### src/rtl/lsu_pkg.sv
// Shared types and constants for the load/store unit: access sizes, FSM states,
// and the alignment rule used at request acceptance.
package lsu_pkg;

    localparam int BITSIZE = 64;
    localparam int MEMSIZE = 64;

    localparam logic [1:0] SZ_BYTE  = 2'd0;
    localparam logic [1:0] SZ_HALF  = 2'd1;
    localparam logic [1:0] SZ_WORD  = 2'd2;
    localparam logic [1:0] SZ_DWORD = 2'd3;

    typedef enum logic [1:0] {
        IDLE   = 2'd0,
        ACCESS = 2'd1,
        WRITE  = 2'd2,
        RESP   = 2'd3
    } state_t;

    // An access is aligned when the low log2(nbytes) offset bits are zero.
    function automatic logic misaligned(input logic [1:0] size, input logic [2:0] offset);
        case (size)
            SZ_HALF:  return offset[0];
            SZ_WORD:  return |offset[1:0];
            SZ_DWORD: return |offset;
            default:  return 1'b0;
        endcase
    endfunction

    function automatic logic [BITSIZE-1:0] size_mask(input logic [1:0] size);
        case (size)
            SZ_BYTE: return 64'h0000_0000_0000_00FF;
            SZ_HALF: return 64'h0000_0000_0000_FFFF;
            SZ_WORD: return 64'h0000_0000_FFFF_FFFF;
            default: return 64'hFFFF_FFFF_FFFF_FFFF;
        endcase
    endfunction

endpackage

### src/rtl/lsu_lane_align.sv
// Little-endian byte-lane steering: extracts a sign/zero-extended load value from a
// memory word, and merges sub-word store data into a previously read word.
module lsu_lane_align (
    input  logic [2:0]  offset,
    input  logic [1:0]  size,
    input  logic        sign,
    input  logic [63:0] rdata,
    input  logic [63:0] base,
    input  logic [63:0] wdata,
    output logic [63:0] load_data,
    output logic [63:0] merged
);
    import lsu_pkg::*;

    function automatic logic [63:0] extract(input logic [63:0] word, input logic [2:0] off,
                                            input logic [1:0] sz, input logic sgn);
        logic [63:0] sh;
        sh = word >> {off, 3'b000};
        case (sz)
            SZ_BYTE: return sgn ? 64'($signed(sh[7:0]))  : 64'(sh[7:0]);
            SZ_HALF: return sgn ? 64'($signed(sh[15:0])) : 64'(sh[15:0]);
            SZ_WORD: return sgn ? 64'($signed(sh[31:0])) : 64'(sh[31:0]);
            default: return sh;
        endcase
    endfunction

    function automatic logic [63:0] merge(input logic [63:0] old_word, input logic [63:0] data,
                                          input logic [2:0] off, input logic [1:0] sz);
        logic [63:0] lanes;
        lanes = size_mask(sz) << {off, 3'b000};
        return (old_word & ~lanes) | ((data << {off, 3'b000}) & lanes);
    endfunction

    assign load_data = extract(rdata, offset, size, sign);
    assign merged    = merge(base, wdata, offset, size);

endmodule

### src/rtl/load_store_unit.sv
// Byte-addressed load/store front end for a 64-bit word memory; sub-word stores are
// done as read-modify-write, and misaligned or reserved-word accesses return an error.
module load_store_unit #(
    parameter int BITSIZE       = lsu_pkg::BITSIZE,
    parameter int MEMSIZE       = lsu_pkg::MEMSIZE,
    parameter int RESERVED_WORD = MEMSIZE - 1
) (
    input  logic                         clk,
    input  logic                         rst,
    input  logic                         req_valid,
    output logic                         req_ready,
    input  logic                         req_write,
    input  logic [1:0]                   req_size,
    input  logic                         req_signed,
    input  logic [$clog2(MEMSIZE)+2:0]   req_addr,
    input  logic [BITSIZE-1:0]           req_wdata,
    output logic                         resp_valid,
    output logic                         resp_err,
    output logic [BITSIZE-1:0]           resp_rdata,
    output logic [$clog2(MEMSIZE)-1:0]   mem_addr,
    output logic                         mem_we,
    output logic                         mem_re,
    output logic [BITSIZE-1:0]           mem_wdata,
    input  logic [BITSIZE-1:0]           mem_rdata
);
    import lsu_pkg::*;

    localparam int WA = $clog2(MEMSIZE);
    localparam int AW = WA + 3;

    state_t             state, state_next;
    logic               write_q;
    logic [1:0]         size_q;
    logic               sign_q;
    logic [2:0]         offset_q;
    logic [WA-1:0]      waddr_q;
    logic [BITSIZE-1:0] wdata_q;
    logic [BITSIZE-1:0] merge_q;
    logic [BITSIZE-1:0] load_data;
    logic [BITSIZE-1:0] merged;
    logic               accept;
    logic               req_err;
    logic               dword_store;

    assign accept      = req_valid && (state == IDLE);
    assign req_err     = misaligned(req_size, req_addr[2:0]) ||
                         (req_addr[AW-1:3] == WA'(RESERVED_WORD));
    assign dword_store = write_q && (size_q == SZ_DWORD);

    lsu_lane_align u_align (
        .offset    (offset_q),
        .size      (size_q),
        .sign      (sign_q),
        .rdata     (mem_rdata),
        .base      (merge_q),
        .wdata     (wdata_q),
        .load_data (load_data),
        .merged    (merged)
    );

    always_ff @(posedge clk or posedge rst) begin
        if (rst) begin
            state <= IDLE;
        end else begin
            state <= state_next;
        end
    end

    // Memory strobes depend only on state and registered request fields, so an
    // asynchronous reset removes them immediately.
    always_comb begin
        state_next = state;
        req_ready  = 1'b0;
        resp_valid = 1'b0;
        mem_re     = 1'b0;
        mem_we     = 1'b0;
        mem_addr   = '0;
        mem_wdata  = '0;
        case (state)
            IDLE: begin
                req_ready = 1'b1;
                if (req_valid) begin
                    state_next = req_err ? RESP : ACCESS;
                end
            end
            ACCESS: begin
                mem_addr = waddr_q;
                if (dword_store) begin
                    mem_we     = 1'b1;
                    mem_wdata  = wdata_q;
                    state_next = RESP;
                end else begin
                    mem_re     = 1'b1;
                    state_next = write_q ? WRITE : RESP;
                end
            end
            WRITE: begin
                mem_addr   = waddr_q;
                mem_we     = 1'b1;
                mem_wdata  = merged;
                state_next = RESP;
            end
            RESP: begin
                resp_valid = 1'b1;
                state_next = IDLE;
            end
            default: state_next = IDLE;
        endcase
    end

    always_ff @(posedge clk or posedge rst) begin
        if (rst) begin
            write_q    <= 1'b0;
            size_q     <= SZ_BYTE;
            sign_q     <= 1'b0;
            offset_q   <= '0;
            waddr_q    <= '0;
            wdata_q    <= '0;
            merge_q    <= '0;
            resp_err   <= 1'b0;
            resp_rdata <= '0;
        end else begin
            if (accept) begin
                write_q    <= req_write;
                size_q     <= req_size;
                sign_q     <= req_signed;
                offset_q   <= req_addr[2:0];
                waddr_q    <= req_addr[AW-1:3];
                wdata_q    <= req_wdata;
                resp_err   <= req_err;
                resp_rdata <= '0;
            end
            if (state == ACCESS) begin
                if (!write_q) begin
                    resp_rdata <= load_data;
                end else if (!dword_store) begin
                    merge_q <= mem_rdata;
                end
            end
        end
    end

endmodule

### config.mk
export PLATFORM = sky130hd
export DESIGN_NAME = load_store_unit
export DESIGN_NICKNAME = d
export VERILOG_FILES = /design/src/rtl/lsu_pkg.sv /design/src/rtl/lsu_lane_align.sv /design/src/rtl/load_store_unit.sv
export SDC_FILE = /design/constraint.sdc
export NUM_CORES = 1
export LEC_CHECK = 0
export ABC_AREA = 0
export BUFFER_PORTS_ARGS = -buffer_cell sky130_fd_sc_hd__buf_2
export CAP_MARGIN = 15
export CORE_ASPECT_RATIO = 2
export CORE_MARGIN = 1
export CORE_UTILIZATION = 28
export CTS_CLUSTER_DIAMETER = 150
export DETAILED_ROUTE_END_ITERATION = 10
export MAX_ROUTING_LAYER = met4
export PLACE_DENSITY = 0.51
export RECOVER_POWER = 100
export SLEW_MARGIN = 20
export SYNTH_ARGS = -nofsm -noshare
export SYNTH_HDL_FRONTEND = slang
export SYNTH_SLANG_ARGS = --single-unit
### constraint.sdc
create_clock -name clk -period 7.52 [get_ports clk]
set_input_delay 1.504 -clock clk [delete_from_list [all_inputs] [get_ports clk]]
set_output_delay 1.504 -clock clk [all_outputs]
set_load 0.05 [all_outputs]
==> results.md, run 1 <==
- Via count of the first global-routing pass: 11,724
- Layout overhead on the synthesized area: 16.7%
- Clk slew on worst S/H paths: 70 ps
- Net count of the mapped netlist: 1,394
- Cell Area, Synth: 13,600 um^2
- Share of the synthesized area in the top cell type: 38.3%
- Dominant delay contributor by cell family on the critical path: buffers and inverters
- Finish-stage setup viols: 0
- Largest cells by area after synthesis: dfrtp_1 38%, mux2_2 14%, mux4_2 9.8%
- Global routing usage summed across all routing layers: 24.1%
- Number of nets in the layout: approximately 1,600
- Number of H-tree levels: 1
- Die height: ~310 um
- Data required, critical path: 6020 ps
- Summed area of non-filler cells in the final layout: about 16,000 um^2
- Failing checks: max-capacitance violations, max-slew violations
- CP Capture Type: output port
- Synth warnings: 0
- Proportion of register bits with asynchronous set or reset after synthesis: 100%
- Antenna violations before repair: 1
- Number of top-level pins: about 280
- Leakage: about 6.3 nW
- Wire length reported by the detailed router: 58.0 mm
- RSZ-0062 raised after global routing: false
- Total power divided by cell area: 584 nW/um^2
- Worst path slowest cell: clkbuf_1
- Tightest Pin Transition: 4380 ps
- Worst slack at placement: 2800 ps
- Post-detailed-route wirelength per cell: 27.5 um
- Global route overflow: 0
- CTS root buf: clkbuf_16
- Delay contributed by the slowest stage of the critical path: 1350 ps
- Number of hold buffers added after CTS: 0
- Clock network latency to the later pin of the worst-skew pair: about 550 ps
- Yosys reg bits: 208
- Max_cap viols: 9
- Cell Count, Final, Fillers Out: approximately 2,100
- Endpoint arrival time on the critical path: 4790 ps
- Cell area reported after detailed placement: 15,300 um^2
- Clock sink count: between 200 and 250
- Global-route wire length before repair: 82.6 mm
- Maximum fanout along the worst path: 36
- Post-detailed-route count of antenna-violating nets: 0
- Number of buffers inserted during clock tree synthesis: 21
- Most common flop cell mapped by yosys: dfrtp_1
- First drt pass iteration count: 5
- Unique cell type count in the Yosys netlist: just under 70
- Placeable Area: approximately 48,000 um^2
- Die ar.: 49,400 um^2
- Number of gates resized after cts: 0
- Drt via density: roughly 5.4
- Maximum VDD drop: 254 uV
- Portion of the post-synthesis area used by sequential elements: 38.3%
- Run status: finished with violations
- Synth Instances: 1,246
- Hold WC Path Type: flop to flop
- Via Count: 11,393
- Last weighted congestion value of the routability-driven placer: 0.932
- Shortest period the worst path allows: between 6000 and 7000 ps
- Period utilization: 83.7%
- Longest Clk Path Bufs: 3
- I/O Buffers: 282
- Clock tree from TritonCTS: yes
- Dominant cell type by area after synthesis: dfrtp_1
- Fmax: ~160 MHz
- DP Cell Count: 2,067
- Share of final-layout standard cells stronger than drive strength 1: between 30% and 40%
- Count of buffering cells on the critical path with inverters included: 3
- Number of synthesized flops with an enable pin: 0
- Crit path setup slack, layout: 1220 ps
- Final setup skew: 20.3 ps
- Setup Buffers After CTS: 0
- Crit path cell chain: nand2_1, nor2_2, clkbuf_1, and2_0, buf_4, nand2_1, o21ai_0, clkbuf_1
- Tightest slew margin relative to the limit: -192%
- Per-instance average area after synthesis: 10.9 um^2
- Number of design rule violations left after detail routing: 0
- Hold violation total from the final report: 0
- Initial core utilization: 28.5%
- Final sum of negative setup slack: 0 ps
- Slew Limit Fails: between 400 and 500
- Dominant cell by count in the synthesized netlist: dfrtp_1
- Ranking of synthesized cells by instance count: 208 x dfrtp_1, 166 x mux2_2, 155 x nand2_1, 82 x a21oi_1, 70 x mux2i_1
- Largest net degree at the start of global routing: 101
- Number of cell rows: between 100 and 150
- Horizontal die dimension: 158 um
- Placed wire-length estimate: 45.2 mm
- Critical path startpoint category: flop
- Path type of the worst setup path: flop to output port
- Number of DRC violations after detailed-routing iteration 0: 826
-- worst register-to-register path, delay by kind of cell (launching register included) --
family / cells / cell delay (ps)
buf+inv: 2 / 1880
simple gates: 2 / 2490
flops: 1 / 420
fa+ha+maj: 1 / 300
compound gates: 2 / 340
-- state kept, by name, indices dropped and copies added (netlist names) --
signal	count
merge_q	64
resp_rdata	64
wdata_q	64
waddr_q	6
offset_q	3
size_q	2
state	2
resp_err	1
sign_q	1
write_q	1
-- metal layers --
| metal | GRT usage [%] | vias up | wire length (um) |
|---|---|---|---|
| met1 | 24.2 | 5675 | 20400 |
| li1 | - | 5077 | - |
| met2 | 41.7 | 468 | 29800 |
| met4 | 19.3 | 0 | 5430 |
| met3 | 2.63 | 173 | 2410 |
| met5 | - | - | 0 |
-- layout by cell type (no fill, tap or decap), types with 28 or more instances in the layout --
cell type,synthesis,routed
mux4_2,59,59
clkbuf_1,38,134
a21oi_1,82,80
dfrtp_1,208,205
mux2_2,166,164
mux2i_1,70,70
nor2_1,44,43
o211ai_1,32,32
o21ai_0,38,39
nand2_1,155,155
a31oi_2,28,28
buf_2,33,153
-- kinds of logic (layout without fill, tap and decap cells) --
| logic type | after synthesis | count (layout) | synth area share, % |
|---|---|---|---|
| AOI/OAI and AO/OA | 315 | 315 | 17.0 |
| and+or+nand+nor | 283 | 283 | 9.82 |
| muxes | 297 | 297 | 28.9 |
| DFF | 208 | 208 | 38.3 |
| adders and majority gates | 4 | 4 | 0.369 |
| buffers and inverters | 139 | 366 | 5.59 |
| other | 0 | 2 | 0 |
-- through the flow --
stage,hold slack (ps),utilization [%],power (W)
floorplan,471,-,0.00656
global placement,464,32.2,0.00811
detailed placement,467,32.2,0.00817
CTS,483,33.7,0.00935
global route,510,33.2,0.00971
finish,479,33.2,0.00925
-- report_power, final --
part           switching (W)  total, W  internal (W)
sequential          0.000920   0.00259       0.00167
clock               0.000499   0.00115      0.000648
combinational        0.00346   0.00551       0.00205
-- layout make-up --
type	instances	area (um^2)
tap	632	791
clock inverter	11	126
inverter	26	98.8
fill	4995	31800
timing repair buffer	302	1390
sequential	208	5210
clock buffer	27	608
antenna	2	5.00
multi-input combinational	899	7610
-- path summary, 6_finish.rpt --
path | slack [ps] | depth (start not counted) | end | from
worst max-delay path | 1220 | 8 | mem_wdata[58] | size_q[0]
worst min register to register | 480 | 2 | resp_rdata[15] | resp_rdata[15]
max in group asynchronous | 2010 | 3 | offset_q[0] | rst
worst min-delay path | 480 | 2 | resp_rdata[15] | resp_rdata[15]
min in group asynchronous | 2240 | 2 | resp_err | rst
worst max register to register | 1970 | 7 | state[0] | state[1]
Power figures use the tool's default switching activity.
==> run 2, diff against run 1 <==
==> constraint.sdc (replaced) <==
create_clock -name clk -period 5.6 [get_ports clk]
set_input_delay 1.12 -clock clk [delete_from_list [all_inputs] [get_ports clk]]
set_output_delay 1.12 -clock clk [all_outputs]
set_load 0.05 [all_outputs]
==> run 2 against run 1 <==
Against the previous run:
- the run still ends with max-capacitance violations, max-slew violations left
- clock power grew 36%
- clock skew shrank 12 ps
- worst setup slack lost 710 ps
- global-route usage is essentially flat
- flip-flop and latch count is the same
- register-to-register slack lost 1100 ps
- count of clock-buffer cells in the layout is the same
- critical path type unchanged
- critical endpoint is now mem_wdata[22]
==> results.md, run 2 (same netlist as run 1, synthesis figures left out) <==
- Run status: finished with violations
- Failing checks: max-capacitance violations, max-slew violations
- Shortest period the worst path allows: 5080 ps
- Fmax: 197 MHz
- Number of H-tree levels: 1 (unchanged)
- Number of gates resized after cts: 0 (unchanged)
- First drt pass iteration count: 5 (unchanged)
- Count of filler cells inserted in the layout: 5,029 (+0.68%)
- Global routing usage summed across all routing layers: 24.1% (about the same)
- Cell area reported after detailed placement: 15,400 um^2 (+0.45%)
- Post-detailed-route wirelength per cell: 27.3 um (-0.78%)
- Post-detailed-route count of antenna-violating nets: 0 (unchanged)
- Worst path slowest cell: clkbuf_1
- Fin util: 33.4% (+0.20 points)
- Drt via density: 5.39 (-0.41%)
- Placeable Area: 47,600 um^2 (unchanged)
- Hold violation total from the final report: 0 (unchanged)
- Endpoint arrival time on the critical path: 3960 ps (-830 ps)
- Crit path cell chain: buf_4, nand2_1, nor2_2, clkbuf_1, nand2_1, a21boi_0, buf_2
- CTS root buf: clkbuf_16
- Top flop regs: merge_q (64), resp_rdata (64), wdata_q (64)
- Layout overhead on the synthesized area: 17.4%
- Leakage: 6.49 nW (+2.7%)
- Count of buffering cells on the critical path with inverters included: 3 (unchanged)
- Number of DRC violations after detailed-routing iteration 0: 827 (+0.12%)
- Finish-stage setup viols: 0 (unchanged)
- Final setup skew: 8.44 ps (-11.8 ps)
- Wire length reported by the detailed router: 57.7 mm (-0.50%)
- Slew Limit Fails: 311 (-31%)
- Number of top-level pins: 283 (unchanged)
- Maximum VDD drop: 278 uV (+9.4%)
- Clock network latency to the later pin of the worst-skew pair: 520 ps (-30 ps)
- Placed wire-length estimate: 45.4 mm (+0.61%)
- Number of cell rows: 113 (unchanged)
- Most frequent standard cell in the layout excluding fill and tap cells: dfrtp_1
- Die ar.: 49,400 um^2 (unchanged)
- Number of nets in the layout: 1,613 (+0.44%)
- Number of design rule violations left after detail routing: 0 (unchanged)
- Data required, critical path: 4480 ps (-1540 ps)
- Worst hold slack: 471 ps (-7.32 ps)
- Most frequent cells in the layout: 205 x dfrtp_1, 185 x buf_2, 163 x mux2_2
- Hold WC Path Type: flop to flop
- Global-route wire length before repair: 82.6 mm (about the same)
- Period utilization: 90.8%
- Total power divided by cell area: 779 nW/um^2 (+33%)
- Sequential cell area: 5210 um^2 (about the same)
- Global route overflow: 0 (unchanged)
- Share of final-layout standard cells stronger than drive strength 1: 35.5% (+1.9 points)
- Clock tree from TritonCTS: yes
- Via Count: 11,379 (-0.12%)
- Dominant delay contributor by cell family on the critical path: buffers and inverters
- Setup Buffers After CTS: 0 (unchanged)
- CP Capture Type: output port
- Longest Clk Path Bufs: 3 (unchanged)
- Critical path startpoint category: flop
- Antenna violations before repair: 4 (+3)
- Number of hold buffers added after CTS: 0 (unchanged)
- Final sum of negative setup slack: 0 ps (unchanged)
- Number of buffers inserted during clock tree synthesis: 21 (unchanged)
- Largest net degree at the start of global routing: 89 (-12%)
- Summed area of non-filler cells in the final layout: 15,900 um^2 (+0.59%)
- Delay contributed by the slowest stage of the critical path: 1270 ps (-80 ps)
- I/O Buffers: 282 (unchanged)
- Area of combinational cells with multiple inputs: 7570 um^2 (-0.48%)
- Maximum fanout along the worst path: 35 (-2.8%)
- Max_cap viols: 5 (-4)
- RSZ-0062 raised after global routing: false
- Horizontal die dimension: 158 um (unchanged)
- Last weighted congestion value of the routability-driven placer: 0.950 (+1.9%)
- Clk slew on worst S/H paths: 70 ps (about the same)
- Clock sink count: 208 (unchanged)
- Via count of the first global-routing pass: 11,821 (+0.83%)
- Tightest Pin Transition: 3760 ps (-625 ps)
- Tightest slew margin relative to the limit: -151% (+42 points)
- Crit path top cell by count: nand2_1
- Path type of the worst setup path: flop to output port
- Die height: 313 um (unchanged)
- Initial core utilization: 28.5% (unchanged)
-- run 2: cell count changes in the layout (fill, tap and decap cells not counted), sizes merged --
cell,before,now
clkinvlp,1,2
clkbuf,163,128
buf,166,208
bufinv,2,4
clkinv,5,2
diode,2,4
inv,29,26
-- run 2: through the flow --
step / worst slack, ps / cells / total power, W
finish: 517 / 2113 / 0.0124
global route: 352 / 2113 / 0.0131
CTS: 872 / 2109 / 0.0125
detailed placement: 1450 / 2074 / 0.0109
global placement: 1500 / 2074 / 0.0108
floorplan: 1780 / 1246 / 0.00881
-- run 2: report_power, final --
group	switching [W]	total, W	internal (W)
clock network	0.000636	0.00156	0.000924
logic	0.00465	0.00744	0.00279
registers	0.00117	0.00341	0.00224
-- run 2: path summary, 6_finish.rpt --
path	start	end	slack, ps	depth (start not counted)
worst max-delay path	size_q[1]	mem_wdata[22]	520	7
worst min-delay path	resp_rdata[15]	resp_rdata[15]	470	2
worst max register to register	offset_q[1]	resp_rdata[30]	830	6
worst min register to register	resp_rdata[15]	resp_rdata[15]	470	2
max in group asynchronous	rst	wdata_q[22]	1500	3
min in group asynchronous	rst	resp_rdata[60]	700	2
-- run 2: per-layer routing --
metal	track usage, %	wire [um]	share of wire, %	up-vias
met2	42.1	30200	52	469
met1	24.3	20000	35	5662
li1	-	-	-	5074
met3	2.15	2270	3.9	174
met4	18.9	5150	8.9	0
met5	-	0	0	-
-- run 2: layout make-up --
class | count | share of cell area [%]
flip-flops and latches | 208 | 32.7
diodes | 4 | 0.0628
inverters | 26 | 0.620
well taps | 632 | 4.96
clock inverters | 8 | 0.919
multi-input cells | 899 | 47.5
repair buffers | 309 | 9.52
clock buffers | 27 | 3.69
-- run 2: worst min-delay path, cell delays in order (launching register included) --
cell and delay, ps:
dfrtp_1 340, nand2_1 50, nand2_1 50
